[config.mk]
export PLATFORM = sky130hd
export DESIGN_NAME = mpmc10_state_machine
export DESIGN_NICKNAME = d
export VERILOG_FILES = /design/src/rtl/mpmc10_state_machine.sv
export SDC_FILE = /design/constraint.sdc
export NUM_CORES = 1
export LEC_CHECK = 0
export CAP_MARGIN = 20
export CORE_MARGIN = 3
export CORE_UTILIZATION = 29
export DETAILED_ROUTE_END_ITERATION = 10
export PLACE_DENSITY = 0.82
export SLEW_MARGIN = 20
export SYNTH_ARGS = -nofsm -noshare
export SYNTH_HDL_FRONTEND = slang
export SYNTH_SLANG_ARGS = --single-unit
[constraint.sdc]
create_clock -name clk -period 2.1 [get_ports clk]
set_input_delay 0.525 -clock clk [delete_from_list [all_inputs] [get_ports clk]]
set_output_delay 0.525 -clock clk [all_outputs]
set_load 0.1 [all_outputs]
[src/rtl/mpmc10_state_machine.sv]
// Command sequencer: steps one memory transaction for the already-selected channel
// through preset, write-data, read and ack phases. Define MPMC10_RMW_EN for read-modify-write.
module mpmc10_state_machine #(
    parameter int NCH      = 8,
    parameter int CHW      = $clog2(NCH),
    parameter int NAR      = 4,
    parameter int SW       = 6,
    parameter int RESV_LSB = 4,
    parameter int TO_LIMIT = 1023
) (
    input  logic              clk,
    input  logic              rst_n,
    input  logic              ch_vld,
    input  logic [CHW-1:0]    ch,
    input  logic [NCH-1:0]    acki,
    input  logic [NCH-1:0]    taghit,
    input  logic [NCH-1:0]    cr,
    input  logic [31:0]       adr,
    input  logic [NAR*CHW-1:0] resv_ch,
    input  logic [NAR-1:0]    resv_vld,
    input  logic [NAR*32-1:0] resv_adr,
    input  logic              do_wr,
    input  logic              wdf_rdy,
    input  logic              rdy,
    input  logic              rd_data_valid,
    input  logic [SW-1:0]     num_strips,
    input  logic [SW-1:0]     req_strip_cnt,
    input  logic [SW-1:0]     resp_strip_cnt,
    output logic [3:0]        state,
    output logic              to,
    output logic              busy
);

    localparam int WDW = $clog2(TO_LIMIT + 1);

    typedef enum logic [3:0] {
        IDLE        = 4'd0,
        PRESET1     = 4'd1,
        PRESET2     = 4'd2,
        PRESET3     = 4'd3,
        WRITE_DATA0 = 4'd4,
        WRITE_DATA1 = 4'd5,
        WRITE_DATA2 = 4'd6,
        WRITE_DATA3 = 4'd7,
        READ_DATA0  = 4'd8,
        READ_DATA1  = 4'd9,
        READ_DATA2  = 4'd10,
        WAIT_NACK   = 4'd11
    } state_t;

    state_t          state_q;
    state_t          state_d;
    logic [WDW-1:0]  wd_q;
    logic            ch_ok;
    logic            ack_sel;
    logic            hit_sel;
    logic            cr_sel;
    logic            rd_hit;
    logic            resv_match;
    logic            req_last;
    logic            resp_last;
    logic            expire;

    // Channel-indexed terms read as 0 when ch is beyond the configured channel count.
    always_comb begin
        ch_ok     = 32'(ch) < 32'(NCH);
        ack_sel   = ch_ok && acki[ch];
        hit_sel   = ch_ok && taghit[ch];
        cr_sel    = ch_ok && cr[ch];
        rd_hit    = !do_wr && hit_sel;
        req_last  = req_strip_cnt == num_strips;
        resp_last = resp_strip_cnt == num_strips;
        expire    = (state_q != IDLE) && (wd_q == WDW'(TO_LIMIT));
        resv_match = 1'b0;
        for (int i = 0; i < NAR; i++) begin
            if (resv_vld[i] && (resv_ch[i*CHW +: CHW] == ch) &&
                (resv_adr[i*32+RESV_LSB +: 32-RESV_LSB] == adr[31:RESV_LSB]))
                resv_match = 1'b1;
        end
    end

    always_comb begin
        state_d = state_q;
        case (state_q)
            IDLE: begin
                if (ch_vld && ch_ok && !ack_sel && (!cr_sel || resv_match))
                    state_d = PRESET1;
            end
            PRESET1: state_d = rd_hit ? IDLE : PRESET2;
            PRESET2: state_d = rd_hit ? IDLE : PRESET3;
            PRESET3: begin
                if (do_wr) begin
`ifdef MPMC10_RMW_EN
                    state_d = READ_DATA0;
`else
                    state_d = WRITE_DATA0;
`endif
                end else begin
                    state_d = hit_sel ? IDLE : READ_DATA0;
                end
            end
            WRITE_DATA0: if (wdf_rdy) state_d = WRITE_DATA1;
            WRITE_DATA1: state_d = WRITE_DATA2;
            WRITE_DATA2: if (rdy) state_d = WRITE_DATA3;
            WRITE_DATA3: state_d = req_last ? WAIT_NACK : WRITE_DATA0;
            READ_DATA0:  state_d = READ_DATA1;
            READ_DATA1:  if (rdy && req_last) state_d = READ_DATA2;
            READ_DATA2: begin
                if (rd_data_valid && resp_last) begin
`ifdef MPMC10_RMW_EN
                    state_d = do_wr ? WRITE_DATA0 : WAIT_NACK;
`else
                    state_d = WAIT_NACK;
`endif
                end
            end
            WAIT_NACK: if (!ch_vld || ack_sel) state_d = IDLE;
            default:   state_d = IDLE;
        endcase
        // Watchdog expiry overrides every other transition.
        if (expire)
            state_d = IDLE;
    end

    always_ff @(posedge clk or negedge rst_n) begin
        if (!rst_n) begin
            state_q <= IDLE;
            wd_q    <= '0;
            to      <= 1'b0;
        end else begin
            state_q <= state_d;
            to      <= expire;
            if ((state_q == IDLE) || expire)
                wd_q <= '0;
            else
                wd_q <= wd_q + WDW'(1);
        end
    end

    assign state = state_q;
    assign busy  = state_q != IDLE;

endmodule

# ---- After elaboration in Yosys (flattened, before gate mapping)
# Index checks and enable logic that the tools add are counted.
# Widths: inputs -> output; s select.
dict set report word_totals {
  regBits 15
  in_bits 228
  out_inout_bits 6
}
dict set report op_classes {
  addsub 1
  order_cmp 1
  eq_ne 28
  n_mux 24
  n_reduce_logical 24
}
# op count
set op_table {}
lappend op_table {{$eq 28x28->1} 4}
lappend op_table {{$pmux 4 s12} 1}
lappend op_table {{$mux 4} 10}
lappend op_table {{$ne 3x3->1 const B} 6}
lappend op_table {{$eq 4x3->1 const B} 4}
lappend op_table {{$eq 4x4->1 const B} 4}
lappend op_table {{$logic_and 1x1->1} 14}
lappend op_table {{$eq 3x3->1} 4}
lappend op_table {{$eq 6x6->1} 2}
lappend op_table {{$add 10x1->10 const B} 1}
lappend op_table {{$eq 10x10->1 const B} 1}
lappend op_table {{$mux 10} 1}
lappend op_table {{$bmux 1 s3} 3}
lappend op_table {{$eq 4x2->1 const B} 2}
lappend op_table {{$mux 1} 7}
lappend op_table {{$reduce_and 6->1} 1}
lappend op_table {{$eq 4x1->1 const B} 1}
lappend op_table {{$logic_not 1->1} 4}
lappend op_table {{$logic_not 4->1} 1}
lappend op_table {{$lt 3x4->1 const B} 1}
lappend op_table {{$mux 2} 2}
lappend op_table {{$reduce_bool 4->1} 1}
lappend op_table {{$logic_or 1x1->1} 3}

# ---- Longest topological paths before layout
# Gate-level depths: netlist of the first run.
dict set report logic_depth {
  depth_word 12
  depth_mapped 8
  mapped_depth_nobuf 8
}

# ---- Least setup slack after synthesis of the first run
# Ideal clock, no wire load.
dict set report synth_path {
  kind {reg-to-reg}
  start {register state_q[1], in the netlist state[1]}
  end {register state_q[3], in the netlist state[3]}
  arrival_ns 2.588
  required_ns 1.975
  slack_ns -0.614
  stages_incl_launch_ff 8
  path_buffers 1
  synth_period_minus_slack_ns 2.714
  cell_sequence {dfrtp_1 -> clkbuf_1 -> nor4_4 -> inv_2 -> a211oi_1 -> nand3_1 -> nand2_1 -> mux2_4}
}
dict set report synth_between {
  elab_chain_cells 4
  word_cells_on_any_way 23
  classes_between {17 x eq/ne; 2 x mux; 4 x reduce/logical}
}
# item line
set synth_rtl {}
lappend synth_rtl {{start, declared} 51} ;# state_t state_q;
lappend synth_rtl {{start signal, assigned} 131} ;# state_q <= state_d;
lappend synth_rtl {{$reduce_bool 4->1 (*)} n/a}
lappend synth_rtl {{named net busy} 31} ;# output logic busy
lappend synth_rtl {{$logic_and 1x1->1 (*)} 73} ;# expire = (state_q != IDLE) && (wd_q == WDW'(TO_LIMIT));
lappend synth_rtl {{$ne 3x3->1 (no source line)} n/a}
lappend synth_rtl {{$reduce_and 6->1 (no source line)} n/a}
# The timed path passes the listed nets; every way through them passes the cells marked *.
# A chain may end at the register's enable or synchronous reset.

# ---- Worst setup path in the final report of the first run
dict set report layout_path {
  start {input resv_adr[55]}
  end {register state_q[3], in the netlist state[3]}
}
dict set report layout_between {
  elab_chain_cells 9
}
# item line
set layout_rtl {}
lappend layout_rtl {{start, declared} 21} ;# input logic [NAR*32-1:0] resv_adr,
lappend layout_rtl {{$eq 28x28->1} 77} ;# (resv_adr[i*32+RESV_LSB +: 32-RESV_LSB] == adr[31:RESV_LSB]))
lappend layout_rtl {{$logic_and 1x1->1} 76} ;# if (resv_vld[i] && (resv_ch[i*CHW +: CHW] == ch) &&
lappend layout_rtl {{$mux 1 (3 in series)} 76}
lappend layout_rtl {{$logic_or 1x1->1} 86} ;# if (ch_vld && ch_ok && !ack_sel && (!cr_sel || resv_match))
lappend layout_rtl {{$logic_and 1x1->1} 86}
lappend layout_rtl {{$ne 3x3->1 (no source line)} n/a}
lappend layout_rtl {{$reduce_and 6->1 (no source line)} n/a}
# Every way passes these cells.

==> impl_metrics.ini, run 1 <==
[outcome]
status = finished clean

[timing]
fin_crit_sh_pct = 98.20
drv_slew = 0
fmax_mhz = 484.9
tightest_slew_ps = 666.9
finalSetupViolations = 0
finalHoldViolations = 0
period_needed_ps = 2062
fin_worst_skew_ps = 1.091
max_slew_margin_pct = 55.40

[clocking]
cts_root_buf = clkbuf_8
cts_buffers = 3
htree_levels = 1
cts.clk_slew.worst_paths_ps = 60
cts_tree = yes
clockBufferDepth = 2
clk_latency_ps = 250
clkSinkCount = 15

[power_and_ir_drop]
swShare_pct = 42.14
pwr-share-comb_pct = 69.3
power_density_nw_per_um2 = 436.5
seqPwrFrac_pct = 21.2
clkPwrFrac_pct = 9.5
p_leak_nw = 2.645
total_power_mw = 2.495
ir_drop_mv = 0.5219
power_switching_mw = 1.052
p_int_mw = 1.444

[detailed_routing]
firstDrtPassIters = 4
via_count = 3305
wl_per_cell_um = 18.45
drt_iter0_markers = 106
finalWirelength_um = 12300
remaining_drc_errors = 0
routed_via_density = 4.955
antenna_left = 0

[synthesis]
synthesis.nets = 547
async_reset_ff_share_pct = 100.0
syn_avg_cell_area_um2 = 8.271
yosysWarnings = 0
synth_edf_count = 0
ys_seq_area_share_pct = 14.27
synthCells = 318
yosysUniqueCellTypes = 36
ys.flop_type = dfrtp_1
ys_ff_latch = 15
synthesis.area_um2 = 2630

[floorplan]
boundaryPins = 234
rows = 34
core_um2 = 8763
die-area_um2 = 10250
die_width_um = 101.2
start_util_pct = 30.01
dieHeight_um = 101.2

[setup_path]
crit_chain = clkdlybuf4s50_1 > xnor2_1 > nand4_1 > nor4_2 > a22oi_2 > nand3_2 > nand2_2 > mux2_4
crit_arrival_ps = 2200
endpoint_kind = flip-flop
critPathMaxFanout = 2
cp_data_required_time_ps = 2240
criticalPathCategory = primary input to flip-flop
cpPeakStageDelay_ps = 470
crit_path_start_kind = primary input
cp_top_family = simple AND/OR/NAND/NOR gates
slowest_stage = clkdlybuf4s50_1
timing.critical_path.buf_inv = 1

[layout]
layout.area.seq_um2 = 387.9
area_growth_pct = 117.4
layout.cells.most_common_list = xnor2_1, clkdlybuf4s50_1, dlygate4sd2_1, buf_4, dlymetal6s2s_1
multi_input_area_um2 = 2509
final_common_cell = xnor2_1
fillers = 689
fin_util_pct = 65.23
nets = 787
drive_gt1_share_pct = 28.19

[global_routing]
grt_usage_pct = 22.56
grt_max_degree = 16
grt_pass1_vias = 3517
antenna_found_initial = 2
grt_pass1_wl_um = 17810
overflow = 0

[placement]
port-buffer-count = 213
gp_congestion = 0.8798
dp_hpwl_um = 10470

[worst_hold_path]
hp-class = flip-flop to flip-flop

[run]
maxCapViolations = 0
-- sequential cells by signal, indices dropped and copies added (netlist names) --
name	count
wd_q	10
to	1
state	4
-- cells by family after synthesis --
logic type               count (synthesis)  share of synthesized area (%)
flip-flops                              15                          14.27
adder cells (fa/ha/maj)                  1                         0.4757
AND/OR/NAND/NOR                         88                          18.70
buffers and inverters                   37                          5.661
AO/OA/AOI/OAI                           22                          6.089
XOR/XNOR                               142                          47.29
multiplexers                            13                          7.517
-- power by group through the flow --
stage | Sequential (mW) | Clock, mW | Combinational [mW]
6_report | 0.530 | 0.237 | 1.73
5_1_grt | 0.548 | 0.252 | 1.84
4_1_cts | 0.526 | 0.239 | 1.70
3_5_place_dp | 0.532 | 0 | 1.65
3_3_place_gp | 0.521 | 0 | 1.61
2_1_floorplan | 0.650 | 0 | 0.770
-- Yosys cell counts (all sizes together) (2+ instances only) --
cell	number	area (um2)
inv	2	7.500
a31oi	3	18.77
or3	2	12.51
nor3	2	10.01
clkbuf	32	120.1
a21oi	5	25.02
nand3	7	35.03
nand4	35	219.0
xor2	8	70.07
dfrtp	15	375.4
o21ai	4	20.02
buf	3	21.27
nor4	10	77.57
mux2i	7	70.07
nand2	14	55.06
a22oi	3	27.52
and3	3	18.77
mux4	5	112.6
xnor2	134	1174
nor2	13	48.80
-- layer usage --
layer  GRT usage (%)  routed length (um)  up-vias
met5               0                   0        -
met1           23.89                4150     1549
met4           6.748                 184        0
met2           43.81                7083      158
met3           5.165                 884       20
li1                -                   -     1578
-- stage by stage --
step           std cells  TNS (ps)  cell area [um2]  hold slack, ps  worst slack (ps)
3_5_place_dp         650     -1892             5205           511.4            -736.2
3_3_place_gp         650     -1982             5205           477.0            -760.1
5_1_grt              667    -52.07             5717           539.5            -52.07
4_1_cts              665         0             5539           519.5            0.1066
6_report             667         0             5717           516.9             37.76
2_1_floorplan        318    -351.8             2681           229.4            -183.8
-- path summary, 6_finish.rpt --
| kind | startpoint | to | slack, ps | depth (start not counted) |
|---|---|---|---|---|
| worst min-delay path | wd_q[0] | wd_q[0] | 520 | 1 |
| worst max-delay path | resv_adr[55] | state[3] | 40 | 8 |
| worst max register to register | wd_q[0] | state[3] | 90 | 8 |
| min in group asynchronous | rst_n | wd_q[7] | 680 | 1 |
| max in group asynchronous | rst_n | state[2] | 930 | 1 |
| worst min register to register | wd_q[0] | wd_q[0] | 520 | 1 |
-- worst reg2reg max path: stages, from the launching register on --
cell     delay (ps)
dfrtp_1         390
ha_1            240
and4_1          250
nand4_1         190
nor2_2          160
a21oi_1          80
a22oi_2         190
nand2_2         100
mux2_4          290
-- area by class of cell --
cell class | instances | area share (%)
clock buffer | 4 | 0.7879
inverter | 2 | 0.3721
timing repair buffer | 270 | 45.72
sequential | 15 | 6.785
tap | 108 | 2.364
multi-input combinational | 266 | 43.88
antenna | 2 | 0.08755
-- timing repair --
action,in CTS,in global routing
setup buffers,11,4
resized for setup,160,97
setup endpoints to repair,3,3
endpoints found under the hold margin,0,0
cloned,0,0
hold buffers,0,0
pin swaps,64,68
Note: power is estimated with default switching activity, not from simulation.
==> run 2: changes to the inputs <==
SKIP_CTS_REPAIR_TIMING = 1   (was unset)
==> run 2 against run 1 <==
Net effect: the flow now finishes with violations (negative setup slack); non-clock buffer count down 1; clock-buffer cell count unchanged; maximum frequency fell by 2.8%; largest cell class unchanged; highest routed layer is now met5.
==> impl_metrics.ini, run 2 (same netlist as run 1, synthesis figures left out) <==
[outcome]
status = finished, violations left
violations = negative setup slack

[power_and_ir_drop]
swShare_pct = 41.55
p_int_mw = 1.473
power_density_nw_per_um2 = 420.5
ir_drop_mv = 0.5270
clkPwrFrac_pct = 9.3
power_switching_mw = 1.048
seqPwrFrac_pct = 21.0
pwr-share-comb_pct = 69.7
p_leak_nw = 3.212

[detailed_routing]
firstDrtPassIters = 4
wl_per_cell_um = 19.10
finalWirelength_um = 12720
via_count = 3353
routed_via_density = 5.035
antenna_left = 0
drt_iter0_markers = 89
remaining_drc_errors = 0

[timing]
timing.final.ws_setup_ps = -21.01
fin_crit_sh_pct = 101.0
fin_worst_skew_ps = 3.018
fmax_mhz = 471.5
max_slew_margin_pct = 55.77
finalSetupViolations = 1
finalHoldViolations = 0
drv_slew = 0
tightest_slew_ps = 661.4
period_needed_ps = 2121

[layout]
largest_reg_flops = 10
fillers = 611
multi_input_area_um2 = 2414
layout.area.seq_um2 = 387.9
final_common_cell = dlymetal6s2s_1
drive_gt1_share_pct = 22.12
nets = 786
layout.cells.most_common_list = dlymetal6s2s_1, xnor2_1, clkdlybuf4s50_1, buf_4, nand4_1
top_register = wd_q
area_growth_pct = 128.0
layoutNonFillerInstCount = 666

[clocking]
htree_levels = 1
cts_root_buf = clkbuf_8
cts.clk_slew.worst_paths_ps = 60
clk_latency_ps = 250
cts_tree = yes
cts_buffers = 3
clkSinkCount = 15
clockBufferDepth = 2

[setup_path]
critPathMaxFanout = 5
criticalPathCategory = primary input to flip-flop
r2r_slack_ps = 130
crit_arrival_ps = 2260
r2r_cells = 8
crit_path_start_kind = primary input
endpoint_kind = flip-flop
cp_data_required_time_ps = 2240

[placement]
pre_cts_ws_ps = -736.2
port-buffer-count = 213
dp_cells = 650
dp_hpwl_um = 10470
gp_congestion = 0.8798

[worst_hold_path]
hp-class = flip-flop to flip-flop
whs_path_depth = 1

[global_routing]
antenna_found_initial = 3
grt_usage_pct = 21.12
grt_pass1_vias = 3331
grt_pass1_wl_um = 16730
overflow = 0
grt_max_degree = 16

[run]
maxCapViolations = 0

[floorplan]
start_util_pct = 30.01
core_um2 = 8763
boundaryPins = 234
rows = 34
die-area_um2 = 10250
dieHeight_um = 101.2
die_width_um = 101.2
[run 2: power by group through the flow]
stage / clock network (mW) / logic (mW) / registers, mW
floorplan: 0 / 0.770 / 0.650
global placement: 0 / 1.61 / 0.521
detailed placement: 0 / 1.65 / 0.532
CTS: 0.239 / 1.66 / 0.526
global route: 0.252 / 1.86 / 0.548
finish: 0.234 / 1.76 / 0.529
[run 2: stage by stage]
stage          power, mW  hold WS [ps]  area (um2)  utilization [%]  TNS, ps
2_1_floorplan      1.420         229.4        2681                -   -351.8
3_3_place_gp       2.128         477.0        5205            59.39    -1982
3_5_place_dp       2.182         511.4        5205            59.39    -1892
4_1_cts            2.423         519.5        5250            59.91    -1168
5_1_grt            2.665         539.5        5996            68.42   -90.29
6_report           2.521         508.7        5996            68.42   -21.01
[run 2: layer usage]
metal | global-route usage, % | routed length (um) | vias up
met4 | 5.828 | 425 | 2
met5 | 0 | 17 | -
met3 | 3.994 | 860 | 39
li1 | - | - | 1572
met2 | 40.95 | 7147 | 175
met1 | 23.13 | 4270 | 1565
[run 2: area by class of cell]
cell class / instances / share of cell area [%]
Antenna cell: 2 / 0.08347
Clock buffer: 4 / 0.7513
Inverter: 2 / 0.3548
Multi-Input combinational cell: 266 / 40.25
Sequential cell: 15 / 6.469
Tap cell: 108 / 2.254
Timing Repair Buffer: 269 / 49.83
[run 2: critical path, cell delays in order]
cell       delay, ps
buf_4            140
buf_12           130
mux2i_1          130
mux4_2           480
nand2_2          100
o2111ai_2        130
a22oi_2          220
nand2_2          100
mux2_4           300
[run 2: final timing paths]
kind,from,endpoint
min in group asynchronous,rst_n,wd_q[7]
max,ch[2],state[3]
max in group asynchronous,rst_n,state[2]
max reg2reg,wd_q[0],state[3]
min reg2reg,wd_q[0],wd_q[0]
min,wd_q[0],wd_q[0]
